--- src/rtl/dmem_pkg.sv ---
// Shared types for the data-memory sequencer: size codes, FSM states, latched request.
package dmem_pkg;

  localparam logic [2:0] SZ_B  = 3'b000;
  localparam logic [2:0] SZ_H  = 3'b001;
  localparam logic [2:0] SZ_W  = 3'b010;
  localparam logic [2:0] SZ_BU = 3'b100;
  localparam logic [2:0] SZ_HU = 3'b101;

  typedef enum logic [1:0] {
    ST_IDLE,
    ST_ACCESS,
    ST_MERGE,
    ST_RESP
  } dmem_seq_state_e;

  typedef struct packed {
    logic [31:0] addr;
    logic        we;
    logic [2:0]  ctrl;
    logic [31:0] wdata;
    logic        port;
  } dmem_req_t;

  // Unsigned codes are load-only; halves need even, words need 4-byte alignment.
  function automatic logic req_legal(input logic [1:0] addr_lo, input logic we,
                                     input logic [2:0] ctrl);
    logic ok;
    case (ctrl)
      SZ_B:    ok = 1'b1;
      SZ_BU:   ok = !we;
      SZ_H:    ok = !addr_lo[0];
      SZ_HU:   ok = !addr_lo[0] && !we;
      SZ_W:    ok = (addr_lo == 2'b00);
      default: ok = 1'b0;
    endcase
    return ok;
  endfunction

endpackage

--- src/rtl/dmem_sequencer_lane.sv ---
// dmem_lane_unit: combinational lane select/extend for loads and lane merge for sub-word stores.
module dmem_lane_unit
  import dmem_pkg::*;
(
  input  logic [31:0] word_i,
  input  logic [1:0]  addr_lo_i,
  input  logic [2:0]  ctrl_i,
  input  logic [31:0] wdata_i,
  output logic [31:0] load_o,
  output logic [31:0] merge_o
);

  logic [7:0]  byte_sel;
  logic [15:0] half_sel;

  always_comb begin
    byte_sel = word_i[{addr_lo_i, 3'b000} +: 8];
    half_sel = word_i[{addr_lo_i[1], 4'b0000} +: 16];

    case (ctrl_i)
      SZ_B:    load_o = {{24{byte_sel[7]}}, byte_sel};
      SZ_BU:   load_o = {24'h0, byte_sel};
      SZ_H:    load_o = {{16{half_sel[15]}}, half_sel};
      SZ_HU:   load_o = {16'h0, half_sel};
      default: load_o = word_i;
    endcase

    merge_o = word_i;
    case (ctrl_i[1:0])
      2'b00:   merge_o[{addr_lo_i, 3'b000} +: 8]      = wdata_i[7:0];
      2'b01:   merge_o[{addr_lo_i[1], 4'b0000} +: 16] = wdata_i[15:0];
      default: merge_o = wdata_i;
    endcase
  end

endmodule

--- src/rtl/dmem_sequencer.sv ---
// Two-port round-robin sequencer for the single-port data memory.
// DMEM_SEQ_BYTE_STROBE_EN adds memBe_o and turns sub-word stores into single strobed writes.
module dmem_sequencer
  import dmem_pkg::*;
#(
  parameter int DATA_WIDTH = 32,
  parameter int NUM_REQ    = 2
) (
  input  logic                                clk_i,
  input  logic                                rstN_i,
  input  logic [NUM_REQ-1:0]                  reqValid_i,
  output logic [NUM_REQ-1:0]                  reqReady_o,
  input  logic [NUM_REQ-1:0][DATA_WIDTH-1:0]  reqAddr_i,
  input  logic [NUM_REQ-1:0]                  reqWe_i,
  input  logic [NUM_REQ-1:0][2:0]             reqCtrl_i,
  input  logic [NUM_REQ-1:0][DATA_WIDTH-1:0]  reqWdata_i,
  output logic [NUM_REQ-1:0]                  rspValid_o,
  output logic                                rspErr_o,
  output logic [DATA_WIDTH-1:0]               rspRdata_o,
  output logic [DATA_WIDTH-1:0]               memAddr_o,
  output logic                                memRe_o,
  output logic                                memWe_o,
  output logic [DATA_WIDTH-1:0]               memWdata_o,
`ifdef DMEM_SEQ_BYTE_STROBE_EN
  output logic [3:0]                          memBe_o,
`endif
  input  logic [DATA_WIDTH-1:0]               memRdata_i
);

  dmem_seq_state_e state_q, state_d;
  dmem_req_t       req_q, req_d;
  logic            last_q, last_d;
  logic            winner;
  logic            legal;
  logic [31:0]     lane_load;
  logic [31:0]     lane_merge;

  always_ff @(posedge clk_i or negedge rstN_i) begin
    if (!rstN_i) begin
      state_q <= ST_IDLE;
      req_q   <= '0;
      last_q  <= 1'b1;
    end else begin
      state_q <= state_d;
      req_q   <= req_d;
      last_q  <= last_d;
    end
  end

  // The port not granted last wins a tie.
  assign winner = (&reqValid_i) ? ~last_q : reqValid_i[1];
  assign legal  = req_legal(req_q.addr[1:0], req_q.we, req_q.ctrl);

  dmem_lane_unit u_lane (
    .word_i    (memRdata_i),
    .addr_lo_i (req_q.addr[1:0]),
    .ctrl_i    (req_q.ctrl),
    .wdata_i   (req_q.wdata),
    .load_o    (lane_load),
    .merge_o   (lane_merge)
  );

  always_comb begin
    state_d    = state_q;
    req_d      = req_q;
    last_d     = last_q;
    reqReady_o = '0;
    rspValid_o = '0;
    rspErr_o   = 1'b0;
    rspRdata_o = '0;
    memAddr_o  = '0;
    memRe_o    = 1'b0;
    memWe_o    = 1'b0;
    memWdata_o = '0;
`ifdef DMEM_SEQ_BYTE_STROBE_EN
    memBe_o    = '0;
`endif

    case (state_q)
      ST_IDLE: begin
        if ((|reqValid_i) && rstN_i) begin
          reqReady_o[winner] = 1'b1;
          req_d.addr  = reqAddr_i[winner];
          req_d.we    = reqWe_i[winner];
          req_d.ctrl  = reqCtrl_i[winner];
          req_d.wdata = reqWdata_i[winner];
          req_d.port  = winner;
          last_d      = winner;
          state_d     = ST_ACCESS;
        end
      end

      ST_ACCESS: begin
        state_d = ST_RESP;
        if (legal) begin
          memAddr_o = {req_q.addr[31:2], 2'b00};
          if (!req_q.we) begin
            memRe_o = 1'b1;
          end else if (req_q.ctrl == SZ_W) begin
            memWe_o    = 1'b1;
            memWdata_o = req_q.wdata;
`ifdef DMEM_SEQ_BYTE_STROBE_EN
            memBe_o    = 4'b1111;
`endif
          end else begin
`ifdef DMEM_SEQ_BYTE_STROBE_EN
            memWe_o = 1'b1;
            if (req_q.ctrl[0]) begin
              memWdata_o = {2{req_q.wdata[15:0]}};
              memBe_o    = 4'b0011 << {req_q.addr[1], 1'b0};
            end else begin
              memWdata_o = {4{req_q.wdata[7:0]}};
              memBe_o    = 4'b0001 << req_q.addr[1:0];
            end
`else
            // Fetch the old word; MERGE patches the lane and writes it back.
            memRe_o = 1'b1;
            state_d = ST_MERGE;
`endif
          end
        end
      end

      ST_MERGE: begin
        memAddr_o  = {req_q.addr[31:2], 2'b00};
        memWe_o    = 1'b1;
        memWdata_o = lane_merge;
        state_d    = ST_RESP;
      end

      ST_RESP: begin
        rspValid_o[req_q.port] = 1'b1;
        rspErr_o               = !legal;
        if (legal && !req_q.we) rspRdata_o = lane_load;
        state_d                = ST_IDLE;
      end

      default: state_d = ST_IDLE;
    endcase
  end

endmodule

--- config.mk ---
export PLATFORM = sky130hd
export DESIGN_NAME = dmem_sequencer
export DESIGN_NICKNAME = d
export VERILOG_FILES = /design/src/rtl/dmem_pkg.sv /design/src/rtl/dmem_sequencer_lane.sv /design/src/rtl/dmem_sequencer.sv
export SDC_FILE = /design/constraint.sdc
export NUM_CORES = 1
export LEC_CHECK = 0
export CORE_ASPECT_RATIO = 1.5
export CORE_MARGIN = 8
export CORE_UTILIZATION = 25
export DETAILED_ROUTE_END_ITERATION = 8
export GPL_ROUTABILITY_DRIVEN = 1
export HOLD_SLACK_MARGIN = 0.02
export SLEW_MARGIN = 30
export SYNTH_ARGS = -nofsm -noshare
export SYNTH_HDL_FRONTEND = slang
export SYNTH_HIERARCHICAL = 1
export SYNTH_SLANG_ARGS = --single-unit
--- constraint.sdc ---
create_clock -name clk_i -period 4.6 [get_ports clk_i]
set_input_delay 0.69 -clock clk_i [delete_from_list [all_inputs] [get_ports clk_i]]
set_output_delay 0.69 -clock clk_i [all_outputs]
set_load 0.02 [all_outputs]
==> reports/metrics.cfg <==
[run_status]
status=completed

[floorplanning]
start_util_pct=25.3
die_x_um=141
placementRows=68
die_h_um=203
core_sq_um=23000
ios=275
dieArea_sq_um=28500

[min_path]
hold_path.class=in -> async

[sta]
fmax_ghz=0.243
setup_tns_ns=0
grt_setup_unrepaired=false
hold_violations=0
drv_slew=0
worst_pin_slew_ns=0.968
slew-limit-headroom_pct=35.4
post-route-min-period_ns=4.12
period_share_pct=89.6
skew_ns=0.00899
setup_viol=0

[route]
routed_wl_um=26900
drt_iter0_markers=479
postRouteAntennaNets=0
via_per_inst=5.32
dr_total_vias=6309
post-route-drc-count=0
drtPass1Iterations=7
wl_per_cell_um=22.6

[clock_network]
hold_buffers=0
cts_setup_buffers=0
cts_max_level=3
clk_latency_ns=0.34
clock-sinks=72
cts_root_buf=clkbuf_16
path_clk_slew_ns=0.07
cts_resized=0
cts-buffers-inserted=9
cts_tree=done
clock_path_buffers=2

[cells_and_area]
syn_to_final_growth_pct=54.8
drive_above_1_share_pct=6.06
fin_util_pct=39.2
nets=1083
antenna_cells=0
layoutNonFillerInstCount=1187

[critical_path]
cp_slowest_cell=nor4b_4
cp-start-kind=flip-flop
critical_path_class=reg -> out
worst_ep_arrival_time_ns=3.43
crit_required_ns=3.91
cp-end-kind=primary output
cp_max_fo=17
crit_chain=inv_1 > ha_1 > nor4b_4 > a21oi_1 > o221ai_1 > a22o_1 > clkdlybuf4s50_1
max_stage_delay_ns=0.64

[global_routing]
grt_pass1_wl_um=40500
grt_pass1_vias=6466
grt.overflow.total=0
antenna_found_initial=1
grt_usage_pct=18.3
grt_max_degree=71

[synthesis]
yosysTopAreaCellShare_pct=30.6
yosys_warnings=6
synth_edf_count=0
yosysMostFrequentCell=and2_1
synth_seq_cells=72
synth.distinct_cells=54
synth_flop_cell=dfrtp_1
synth.avg_cell_area_sq_um=8.76
synth_top_area_cell=dfrtp_1
yosysSeqAreaShare_pct=31.0
netlist_instances=664
ys_top_cells_by_count=and2_1, nand2_1, dfrtp_1, a221o_1, a22o_1
synthArstFlopShare_pct=100
synth_area_leaders=dfrtp_1, a221o_1, and2_1
netlist_area_sq_um=5820

[power_and_ir_drop]
p_int_mw=2.98
power_mw=5.63
power_density_nw_per_um2=626
seqPwrFrac_pct=24.1
comb_power_share_pct=63.1
p_sw_share_pct=47.1
clockPowerShare_pct=12.8
p_leak_nw=3.67
peakVddDrop_uv=263
switchingPower_mw=2.65

[placed_design]
place_inst=1171
numPortBuffers=272
gp_congestion=0.883
hpwlAfterDp_um=20400

[flow_run]
cap_violations=0

-- per-layer routing --
layer	track usage (%)	wire, um	vias up
li1	-	-	2928
met1	21.1	10700	3006
met2	31.5	13100	337
met3	5.29	2390	36
met4	6.66	727	2
met5	0	13	-
-- flip-flops by register name, summed over array words and instances, names as in the netlist --
| name | flops |
|---|---|
| req_q | 69 |
| last_q | 1 |
| state_q | 2 |
-- metrics by stage --
stage | cell area, sq um | worst slack (ns) | hold slack, ns
after floorplan | 5820 | 1.87 | 0.394
after global placement | 8690 | 0.916 | 0.520
after detailed placement | 8690 | 0.880 | 0.530
after CTS | 9000 | 0.488 | 0.166
after global routing | 9000 | 0.343 | 0.175
final | 9000 | 0.477 | 0.187
-- cells in the final DEF (no fill, tap or decap), types with 18 or more instances in the layout --
cell and count:
a21oi_1 28, a221o_1 68, a22o_1 43, and2_1 101, clkdlybuf4s50_1 271, dfrtp_1 69
mux2i_1 25, nand2_1 93, nor2_1 39, nor2b_1 18
-- worst paths after layout --
check,from,cells past startpoint,endpoint,slack [ns]
worst max-delay path,req_q[38],7,memWdata_o[31],0.48
worst min-delay path,rstN_i,1,req_q[38],0.19
worst max register to register,state_q[0],6,req_q[33],2.33
worst min register to register,req_q[0],2,req_q[0],0.54
max in group asynchronous,rstN_i,2,req_q[34],3.53
min in group clk_i,req_q[0],2,req_q[0],0.54
-- critical path, delay by kind of cell (launching register included) --
| family | cells | cell delay, ns |
|---|---|---|
| adder cells (fa/ha/maj) | 1 | 0.39 |
| buffers and inverters | 2 | 0.85 |
| AO/OA/AOI/OAI | 3 | 0.59 |
| AND/OR/NAND/NOR | 1 | 0.64 |
| flip-flops | 1 | 0.63 |
-- power groups by stage --
stage,clock [mW],combinational [mW],sequential [mW]
after floorplan,0,2.40,1.12
after global placement,0,3.54,1.36
after detailed placement,0,3.55,1.36
after CTS,0.755,3.57,1.35
after global routing,0.780,3.85,1.39
final,0.723,3.55,1.36
-- cell families after synthesis --
logic type / count (synthesis) / share of synthesized area [%]
buf+inv: 78 / 7.16
flops: 72 / 31.0
simple gates: 271 / 24.6
compound gates: 202 / 29.8
fa+ha+maj: 9 / 1.94
other cells: 1 / 0.0645
mux: 31 / 5.46
-- area by class of cell --
class / instances / area (sq um)
Timing Repair Buffer: 287 / 2840
Inverter: 17 / 63.8
Clock buffer: 9 / 225
Tap cell: 280 / 350
Clock inverter: 7 / 77.6
Multi-Input combinational cell: 515 / 3640
Sequential cell: 72 / 1810
Fill cell: 2315 / 14000
No activity file was read; power rests on OpenSTA's default activity.
